`config.mk`:
```
export PLATFORM = sky130hd
export DESIGN_NAME = rf_wr_arbiter
export DESIGN_NICKNAME = d
export VERILOG_FILES = /design/src/rtl/rf_pkg.sv /design/src/rtl/rf_wr_fifo.sv /design/src/rtl/rf_wr_arbiter.sv
export SDC_FILE = /design/constraint.sdc
export NUM_CORES = 1
export LEC_CHECK = 0
export ABC_AREA = 1
export CORE_ASPECT_RATIO = 1.1
export CORE_MARGIN = 5
export CORE_UTILIZATION = 40
export DETAILED_ROUTE_END_ITERATION = 10
export GPL_TIMING_DRIVEN = 0
export PLACE_DENSITY = 0.61
export SYNTH_ARGS = -nofsm -noshare
export SYNTH_HDL_FRONTEND = slang
export SYNTH_SLANG_ARGS = --single-unit
```
`constraint.sdc`:
```
create_clock -name clk -period 2.3 [get_ports clk]
set_input_delay 0.23 -clock clk [delete_from_list [all_inputs] [get_ports clk]]
set_output_delay 0.23 -clock clk [all_outputs]
set_load 0.02 [all_outputs]
```
`src/rtl/rf_pkg.sv`:
```
// rtl/rf_pkg.sv - shared defaults and arbiter state encoding for the register-file write arbiter
package rf_pkg;

  localparam int RF_DATA_W     = 16;
  localparam int RF_IDX_W      = 2;
  localparam int RF_NUM_REGS   = 2 ** RF_IDX_W;
  localparam int RF_FIFO_DEPTH = 2;

  typedef enum logic {
    PREF0 = 1'b0,
    PREF1 = 1'b1
  } arb_state_t;

endpackage

```
`src/rtl/rf_wr_fifo.sv`:
```
// rtl/rf_wr_fifo.sv - per-requester write queue holding {index, data}
// Also reports which register indices have a pending entry in the queue.
module rf_wr_fifo
  import rf_pkg::*;
#(
  parameter int DATA_W = RF_DATA_W,
  parameter int IDX_W  = RF_IDX_W,
  parameter int DEPTH  = RF_FIFO_DEPTH
) (
  input  logic                  clk,
  input  logic                  rst,
  input  logic                  i_push,
  input  logic [IDX_W-1:0]      i_push_index,
  input  logic [DATA_W-1:0]     i_push_data,
  input  logic                  i_pop,
  output logic                  o_full,
  output logic                  o_empty,
  output logic [IDX_W-1:0]      o_head_index,
  output logic [DATA_W-1:0]     o_head_data,
  output logic [2**IDX_W-1:0]   o_busy
);

  localparam int PTR_W = (DEPTH > 1) ? $clog2(DEPTH) : 1;
  localparam int CNT_W = $clog2(DEPTH + 1);

  logic [IDX_W-1:0]  r_idx  [DEPTH];
  logic [DATA_W-1:0] r_data [DEPTH];
  logic [PTR_W-1:0]  r_rd_ptr;
  logic [PTR_W-1:0]  r_wr_ptr;
  logic [CNT_W-1:0]  r_count;
  logic              w_do_push;
  logic              w_do_pop;

  function automatic logic [PTR_W-1:0] next_ptr(input logic [PTR_W-1:0] p);
    return (p == PTR_W'(DEPTH - 1)) ? '0 : p + 1'b1;
  endfunction

  assign o_full       = (r_count == CNT_W'(DEPTH));
  assign o_empty      = (r_count == '0);
  assign w_do_push    = i_push & ~o_full;
  assign w_do_pop     = i_pop & ~o_empty;
  assign o_head_index = r_idx[r_rd_ptr];
  assign o_head_data  = r_data[r_rd_ptr];

  always_ff @(posedge clk or negedge rst) begin
    if (!rst) begin
      r_rd_ptr <= '0;
      r_wr_ptr <= '0;
      r_count  <= '0;
    end else begin
      if (w_do_push) r_wr_ptr <= next_ptr(r_wr_ptr);
      if (w_do_pop)  r_rd_ptr <= next_ptr(r_rd_ptr);
      case ({w_do_push, w_do_pop})
        2'b10:   r_count <= r_count + 1'b1;
        2'b01:   r_count <= r_count - 1'b1;
        default: r_count <= r_count;
      endcase
    end
  end

  // Entry storage needs no reset: validity comes only from the pointers and count.
  always_ff @(posedge clk) begin
    if (w_do_push) begin
      r_idx[r_wr_ptr]  <= i_push_index;
      r_data[r_wr_ptr] <= i_push_data;
    end
  end

  always_comb begin
    o_busy = '0;
    for (int i = 0; i < DEPTH; i++) begin
      if (((i + DEPTH - int'(r_rd_ptr)) % DEPTH) < int'(r_count)) o_busy[r_idx[i]] = 1'b1;
    end
  end

endmodule

```
`src/rtl/rf_wr_arbiter.sv`:
```
// rtl/rf_wr_arbiter.sv - two-requester register-file write arbiter with per-requester queues
// Alternating-preference arbitration; one registered write per cycle.
module rf_wr_arbiter
  import rf_pkg::*;
#(
  parameter int DATA_W     = RF_DATA_W,
  parameter int IDX_W      = RF_IDX_W,
  parameter int FIFO_DEPTH = RF_FIFO_DEPTH
) (
  input  logic                clk,
  input  logic                rst,
  input  logic                req0_valid,
  output logic                req0_ready,
  input  logic [IDX_W-1:0]    req0_index,
  input  logic [DATA_W-1:0]   req0_data,
  input  logic                req1_valid,
  output logic                req1_ready,
  input  logic [IDX_W-1:0]    req1_index,
  input  logic [DATA_W-1:0]   req1_data,
  output logic                wr_enable,
  output logic [IDX_W-1:0]    wr_index,
  output logic [DATA_W-1:0]   wr_data,
  output logic [2**IDX_W-1:0] busy_mask
);

  localparam int NUM_REGS = 2 ** IDX_W;

  logic                w_full0, w_empty0, w_full1, w_empty1;
  logic [IDX_W-1:0]    w_head_idx0, w_head_idx1;
  logic [DATA_W-1:0]   w_head_data0, w_head_data1;
  logic [NUM_REGS-1:0] w_busy0, w_busy1;
  logic                w_grant0, w_grant1;

  arb_state_t          r_state;
  logic                r_wr_enable;
  logic [IDX_W-1:0]    r_wr_index;
  logic [DATA_W-1:0]   r_wr_data;

  // Ready is held low throughout reset even though the queues already read empty.
  assign req0_ready = rst & ~w_full0;
  assign req1_ready = rst & ~w_full1;

  rf_wr_fifo #(.DATA_W(DATA_W), .IDX_W(IDX_W), .DEPTH(FIFO_DEPTH)) u_fifo0 (
    .clk          (clk),
    .rst          (rst),
    .i_push       (req0_valid & req0_ready),
    .i_push_index (req0_index),
    .i_push_data  (req0_data),
    .i_pop        (w_grant0),
    .o_full       (w_full0),
    .o_empty      (w_empty0),
    .o_head_index (w_head_idx0),
    .o_head_data  (w_head_data0),
    .o_busy       (w_busy0)
  );

  rf_wr_fifo #(.DATA_W(DATA_W), .IDX_W(IDX_W), .DEPTH(FIFO_DEPTH)) u_fifo1 (
    .clk          (clk),
    .rst          (rst),
    .i_push       (req1_valid & req1_ready),
    .i_push_index (req1_index),
    .i_push_data  (req1_data),
    .i_pop        (w_grant1),
    .o_full       (w_full1),
    .o_empty      (w_empty1),
    .o_head_index (w_head_idx1),
    .o_head_data  (w_head_data1),
    .o_busy       (w_busy1)
  );

  assign w_grant0 = ~w_empty0 & (w_empty1 | (r_state == PREF0));
  assign w_grant1 = ~w_empty1 & (w_empty0 | (r_state == PREF1));

  always_ff @(posedge clk or negedge rst) begin
    if (!rst) begin
      r_state     <= PREF0;
      r_wr_enable <= 1'b0;
      r_wr_index  <= '0;
      r_wr_data   <= '0;
    end else begin
      r_wr_enable <= w_grant0 | w_grant1;
      if (w_grant0) begin
        r_wr_index <= w_head_idx0;
        r_wr_data  <= w_head_data0;
        r_state    <= PREF1;
      end else if (w_grant1) begin
        r_wr_index <= w_head_idx1;
        r_wr_data  <= w_head_data1;
        r_state    <= PREF0;
      end
    end
  end

  assign wr_enable = r_wr_enable;
  assign wr_index  = r_wr_index;
  assign wr_data   = r_wr_data;
  assign busy_mask = w_busy0 | w_busy1 |
                     (r_wr_enable ? (NUM_REGS'(1) << r_wr_index) : '0);

endmodule
```
After elaboration in Yosys (flattened, before gate mapping)
Memories as Yosys holds them, arrays and structs flattened.
Index checks and enable logic that the tools add are counted.
{"block": "word_totals", "ff_bits": 28, "ramBits": 72, "input_bits": 40, "out_inout_bits": 25, "word_cells": 109, "memories": 4}
{"memory": "u_fifo0.r_data", "words": 2, "word_bits": 16, "read_ports": 1, "rd_clocked_by_memory_dff": 0, "write_ports": 1, "line": "rf_wr_fifo.sv:27", "text": "logic [DATA_W-1:0] r_data [DEPTH];"}
{"memory": "u_fifo1.r_data", "words": 2, "word_bits": 16, "read_ports": 1, "rd_clocked_by_memory_dff": 0, "write_ports": 1, "line": "rf_wr_fifo.sv:27"}
{"memory": "u_fifo0.r_idx", "words": 2, "word_bits": 2, "read_ports": 3, "rd_clocked_by_memory_dff": 0, "write_ports": 1, "line": "rf_wr_fifo.sv:26", "text": "logic [IDX_W-1:0] r_idx [DEPTH];"}
{"memory": "u_fifo1.r_idx", "words": 2, "word_bits": 2, "read_ports": 3, "rd_clocked_by_memory_dff": 0, "write_ports": 1, "line": "rf_wr_fifo.sv:26"}
{"block": "op_classes", "n_addsub": 12, "order_cmp": 12, "n_eq_ne": 6, "n_shift": 1, "n_mux": 29, "bitwise": 26, "reduce_logical": 9}
{"op": "$mux 16", "count": 2}
{"op": "$mux 4", "count": 5}
{"op": "$or 4x4->4", "count": 4}
{"op": "$and 1x1->1", "count": 14}
{"op": "$mux 1", "count": 14}
{"op": "$lt 2x3->1", "count": 4}
{"op": "$lt 2x3->1 const B", "count": 4}
{"op": "$sub 2x1->3 const A", "count": 4}
{"op": "$demux 1 s2", "count": 4}
{"op": "$eq 2x2->1 const B", "count": 4}
{"op": "$ge 2x1->1 const B", "count": 4}
{"op": "$pmux 2 s2", "count": 2}
{"op": "$reduce_bool 2->1", "count": 3}
{"op": "$not 1->1", "count": 5}
{"op": "$add 1x1->1 const B", "count": 4}
{"op": "$add 2x1->2 const B", "count": 2}
{"op": "$eq 2x1->1 const B", "count": 2}
{"op": "$logic_and 1x1->1", "count": 4}
{"op": "$logic_not 2->1", "count": 2}
{"op": "$mux 2", "count": 2}
{"op": "$shl 1x2->4 const A", "count": 1}
{"op": "$sub 2x1->2 const B", "count": 2}
{"op": "$or 1x1->1", "count": 3}

Logic depth before layout (Yosys ltp)
{"block": "logic_depth", "word_depth": 9, "mapped_depth": 9, "mapped_depth_nobuf": 8}

Modules after synthesis
From an unflattened synthesis, not the netlist that was laid out.
{"block": "unflattened", "cells_unflattened": 486, "hier_area_um2": 4575.6}
{"mod": "rf_wr_fifo", "n_inst": 2, "cells_each": 148, "area_per_inst_um2": 1645.3, "seq_area_each_um2": 1181.1}
{"mod": "rf_wr_arbiter", "n_inst": 1, "cells_each": 190, "area_per_inst_um2": 1285.0, "seq_area_each_um2": 500.5}

Worst setup path after synthesis
Ideal clock, no wire load.
{"block": "synth_timing", "path_kind": "register -> register", "from": "register u_fifo1.r_count[0]", "to": "memory u_fifo1.r_data[0][0] (netlist bit), enable pin", "setup_time_ns": 0.393, "arrival_ns": 1.922, "t_required_ns": 1.907, "setup_slack_ns": -0.014, "path_stages_with_launch": 5, "path_buffers": 0, "synth_period_minus_slack_ns": 2.314, "cell_sequence": "dfrtp_1 > inv_2 > a21oi_1 > nand2_1 > nor2_1"}
{"block": "synth_between", "elab_chain_cells": 7}
{"element": "start: declaration", "line": "rf_wr_fifo.sv:30", "text": "logic [CNT_W-1:0] r_count;"}
{"element": "start signal: assignment", "line": "rf_wr_fifo.sv:54", "text": "2'b10: r_count <= r_count + 1'b1;"}
{"element": "start signal: assignment", "line": "rf_wr_fifo.sv:55", "text": "2'b01: r_count <= r_count - 1'b1;"}
{"element": "start signal: assignment", "line": "rf_wr_fifo.sv:56", "text": "default: r_count <= r_count;"}
{"element": "$eq 2x2->1", "line": "rf_wr_fifo.sv:38", "text": "assign o_full = (r_count == CNT_W'(DEPTH));"}
{"element": "$not 1->1", "line": "rf_wr_arbiter.sv:41", "text": "assign req1_ready = rst & ~w_full1;"}
{"element": "$and 1x1->1", "line": "rf_wr_arbiter.sv:41"}
{"element": "via req1_ready", "line": "rf_wr_arbiter.sv:17", "text": "output logic req1_ready,"}
{"element": "$and 1x1->1", "line": "rf_wr_arbiter.sv:60", "text": ".i_push (req1_valid & req1_ready),"}
{"element": "$and 1x1->1", "line": "rf_wr_fifo.sv:40", "text": "assign w_do_push = i_push & ~o_full;"}
{"element": "$mux 1", "line": "rf_wr_fifo.sv:63", "text": "if (w_do_push) begin"}
{"element": "$mux 1 (implied by the code)", "line": "rf_wr_fifo.sv:65", "text": "r_data[r_wr_ptr] <= i_push_data;"}
{"element": "end: declaration", "line": "rf_wr_fifo.sv:27"}
The timed path passes the listed nets, and every way through them passes these cells.

Worst setup path in the final report
{"block": "layout_timing", "from": "register u_fifo0.r_count[0]", "to": "output port busy_mask[2]"}
{"block": "layout_between", "elab_chain_cells": 6, "elab_cells_between_ends": 7, "classes_between": "2 x order compare; 2 x mux; 3 x bitwise"}
{"element": "start: declaration", "line": "rf_wr_fifo.sv:30"}
{"element": "start signal: assignment", "line": "rf_wr_fifo.sv:54"}
{"element": "start signal: assignment", "line": "rf_wr_fifo.sv:55"}
{"element": "start signal: assignment", "line": "rf_wr_fifo.sv:56"}
{"element": "$lt 2x3->1", "line": "rf_wr_fifo.sv:72", "text": "if (((i + DEPTH - int'(r_rd_ptr)) % DEPTH) < int'(r_count)) o_busy[r_idx[i]] = 1'b1;"}
{"element": "$mux 4", "line": "rf_wr_fifo.sv:72"}
{"element": "$or 4x4->4 (no line)"}
{"element": "$mux 4 (*)", "line": "rf_wr_fifo.sv:72"}
{"element": "$or 4x4->4 (*) (2 in a row)", "line": "rf_wr_arbiter.sv:97", "text": "assign busy_mask = w_busy0 | w_busy1 |"}
{"element": "end: declaration", "line": "rf_wr_arbiter.sv:23", "text": "output logic [2**IDX_W-1:0] busy_mask"}
Mark *: on every way between the ends. The rest lies on a longest branch, timed or not.

==> results.cfg <==
[status]
status = finished, final reports clean

[clock_tree]
cts_root_buf = clkbuf_16
insertion_delay_ns = 0.34
cts_tree = yes
numCtsBuffers = 9
cts_sinks = 100
htreeDepth = 3
cts_buffer_depth = 2
cts_setup_buffers = 0
path_clk_slew_ns = 0.07

[flow_run]
cap_violations = 0

[min_path]
hold_path.class = in2async

[place]
portBuffers = 64
dp_hpwl_um = 6700
dp.cells = 603
gp_congestion = 0.789
placed_cell_area_um2 = 5060

[drt]
drt_iter0_drc = 113
ant_nets = 0
wl_um = 9260
wl_per_cell_um = 14.9
via_per_inst = 4.68
drc = 0
drt_first_pass_iters = 5
vias = 2906

[pwr]
vdd_drop_max_v = 0.000680
power_density_nw_per_um2 = 1330
power_leakage_nw = 2.20

[timing]
fmax_ghz = 0.462
final_max_slew_viol_count = 0
period_needed_ns = 2.16
setup_viol = 0
skew_ns = 0.00698
post-route-period-util_pct = 94.1
worst_slew_pin_slew_ns = 0.528
relSlewSlack_pct = 64.8
hold_viol = 0
rsz0062_at_grt = false

[die]
die_x_um = 107
core_um2 = 10300
dieArea_um2 = 12600
initial_core_util_pct = 40.5
rows = 39
io_pins = 65
dieHeight_um = 117

[setup_path]
slowest_stage = clkdlybuf4s50_1
worstRegToRegCells = 5
r2r_slack_ns = 0.30
r2r-start = u_fifo0.r_count[0]
crit_chain = inv_1 > o21ai_2 > nand3_1 > nand3_1 > clkdlybuf4s50_1
critPathLaunchType = register
path_max_fanout = 6
crit_type = reg2out
cpLargestDelayFamily = buffers and inverters
r2r-end = u_fifo0.r_data[1][4]
cp.arrival_ns = 1.93
critPathMaxStageDelay_ns = 0.60
cp.required_ns = 2.07
critPathBufInv = 2
cp-end-kind = output port
path_common_cell = nand3_1

[global_route]
antenna_found_initial = 0
grt.overflow.total = 0
grt_usage_pct = 15.7
grt_pass1_wl_um = 14700
grt_max_degree = 30
grt_pass1_vias = 2874

[finish]
fin_util_pct = 52.4
final_cell_mix = nand2_1 (121), edfxtp_1 (72), clkdlybuf4s50_1 (63)
final_common_cell = nand2_1
area_growth_pct = 29.5
fin_cells = 621
diodes = 0
drive_above_1_share_pct = 9.00
finish.instance_area_um2 = 5400
fin_nets = 515

[logic_synthesis]
synth_area_leader_cell = edfxtp_1
ys_types = 23
ys_warn_count = 0
synth_cells = 392
synth_top_area_share_pct = 51.8
netlist_area_um2 = 4170
ys_seq_area_share_pct = 68.6
avgSynthCellArea_um2 = 10.6
synth_fp_nets = 434
yosys-top-cells-area = edfxtp_1 (52%), dfrtp_1 (17%), nand2_1 (11%)
synth-seq-cells = 100
-- worst max-delay path by stage --
stage	from	to	slack, ns	cells past startpoint
2_1_floorplan	u_fifo1.r_count[0]	u_fifo1.r_data[0][0]	-0.01	4
3_3_place_gp	rst	u_fifo0.r_data[0][6]	-1.86	5
3_5_place_dp	rst	u_fifo0.r_data[0][1]	-1.11	6
4_1_cts	rst	req1_ready	0.001	4
5_1_grt	u_fifo0.r_count[0]	busy_mask[2]	0.009	5
6_report	u_fifo0.r_count[0]	busy_mask[2]	0.14	5
-- final cells by class --
class / count / area, um2
timing repair buffer: 70 / 726
clock buffer: 12 / 279
inverter: 33 / 129
clock inverter: 4 / 27.5
fill: 927 / 4900
sequential: 100 / 2860
multi-input combinational: 248 / 1120
buffer: 11 / 77.6
tap: 143 / 179
-- kinds of logic (layout without fill, tap and decap cells) --
| group | count (synthesis) | count (layout) | synth area share (%) |
|---|---|---|---|
| simple gates | 204 | 204 | 20.0 |
| flops | 100 | 100 | 68.6 |
| buf+inv | 44 | 130 | 4.95 |
| compound gates | 34 | 34 | 4.17 |
| xor+xnor | 8 | 8 | 1.68 |
| fa+ha+maj | 2 | 2 | 0.600 |
-- flip-flops by register name, indices dropped and copies added, names as in the netlist, 2 cells and up --
name             count
u_fifo1.r_idx        4
u_fifo0.r_count      2
u_fifo0.r_idx        4
u_fifo1.r_data      32
u_fifo0.r_data      32
wr_data             16
wr_index             2
u_fifo1.r_count      2
-- tightest hold or removal path, delay by kind of cell --
kind                   cells  cell delay (ns)
buffers and inverters      3             0.87
-- repair_timing --
item	in CTS	in global routing
hold endpoints to repair	0	28
resized for setup	5	4
setup endpoints to repair	84	27
hold buffers	0	2
-- metal layers --
layer,wire (um),track usage [%],vias to the layer above
li1,-,-,1459
met2,4500,25.5,67
met1,4110,20.1,1368
met4,143,6.06,0
met3,499,4.39,12
met5,0,0,-
-- where the power goes --
part	internal (mW)	switching [mW]	leakage (nW)	total (mW)
Combinational	1.17	1.81	1.07	2.98
Clock	0.866	0.643	0.149	1.51
Sequential	2.39	0.279	0.988	2.67
-- stage by stage --
stage                     worst slack [ns]  power, mW  TNS, ns  hold WS (ns)
after floorplan                    -0.0145       4.52   -0.522       -0.0656
after global placement               -1.86       5.58  -136.12         0.495
after detailed placement             -1.11       5.69   -72.98         0.486
after CTS                         0.000961       7.22        0        0.0638
after global routing               0.00885       7.68        0         0.423
final                                0.135       7.16        0         0.408
-- Yosys cell counts, drive strengths merged --
cell type / number
o21ai: 26
ha: 2
nand3: 36
xnor2: 2
a21oi: 8
nor2: 44
buf: 9
nor3b: 1
clkinv: 3
xor2: 6
inv: 30
nand2: 123
dfrtp: 28
clkbuf: 2
edfxtp: 72
Power figures use the tool's default switching activity.
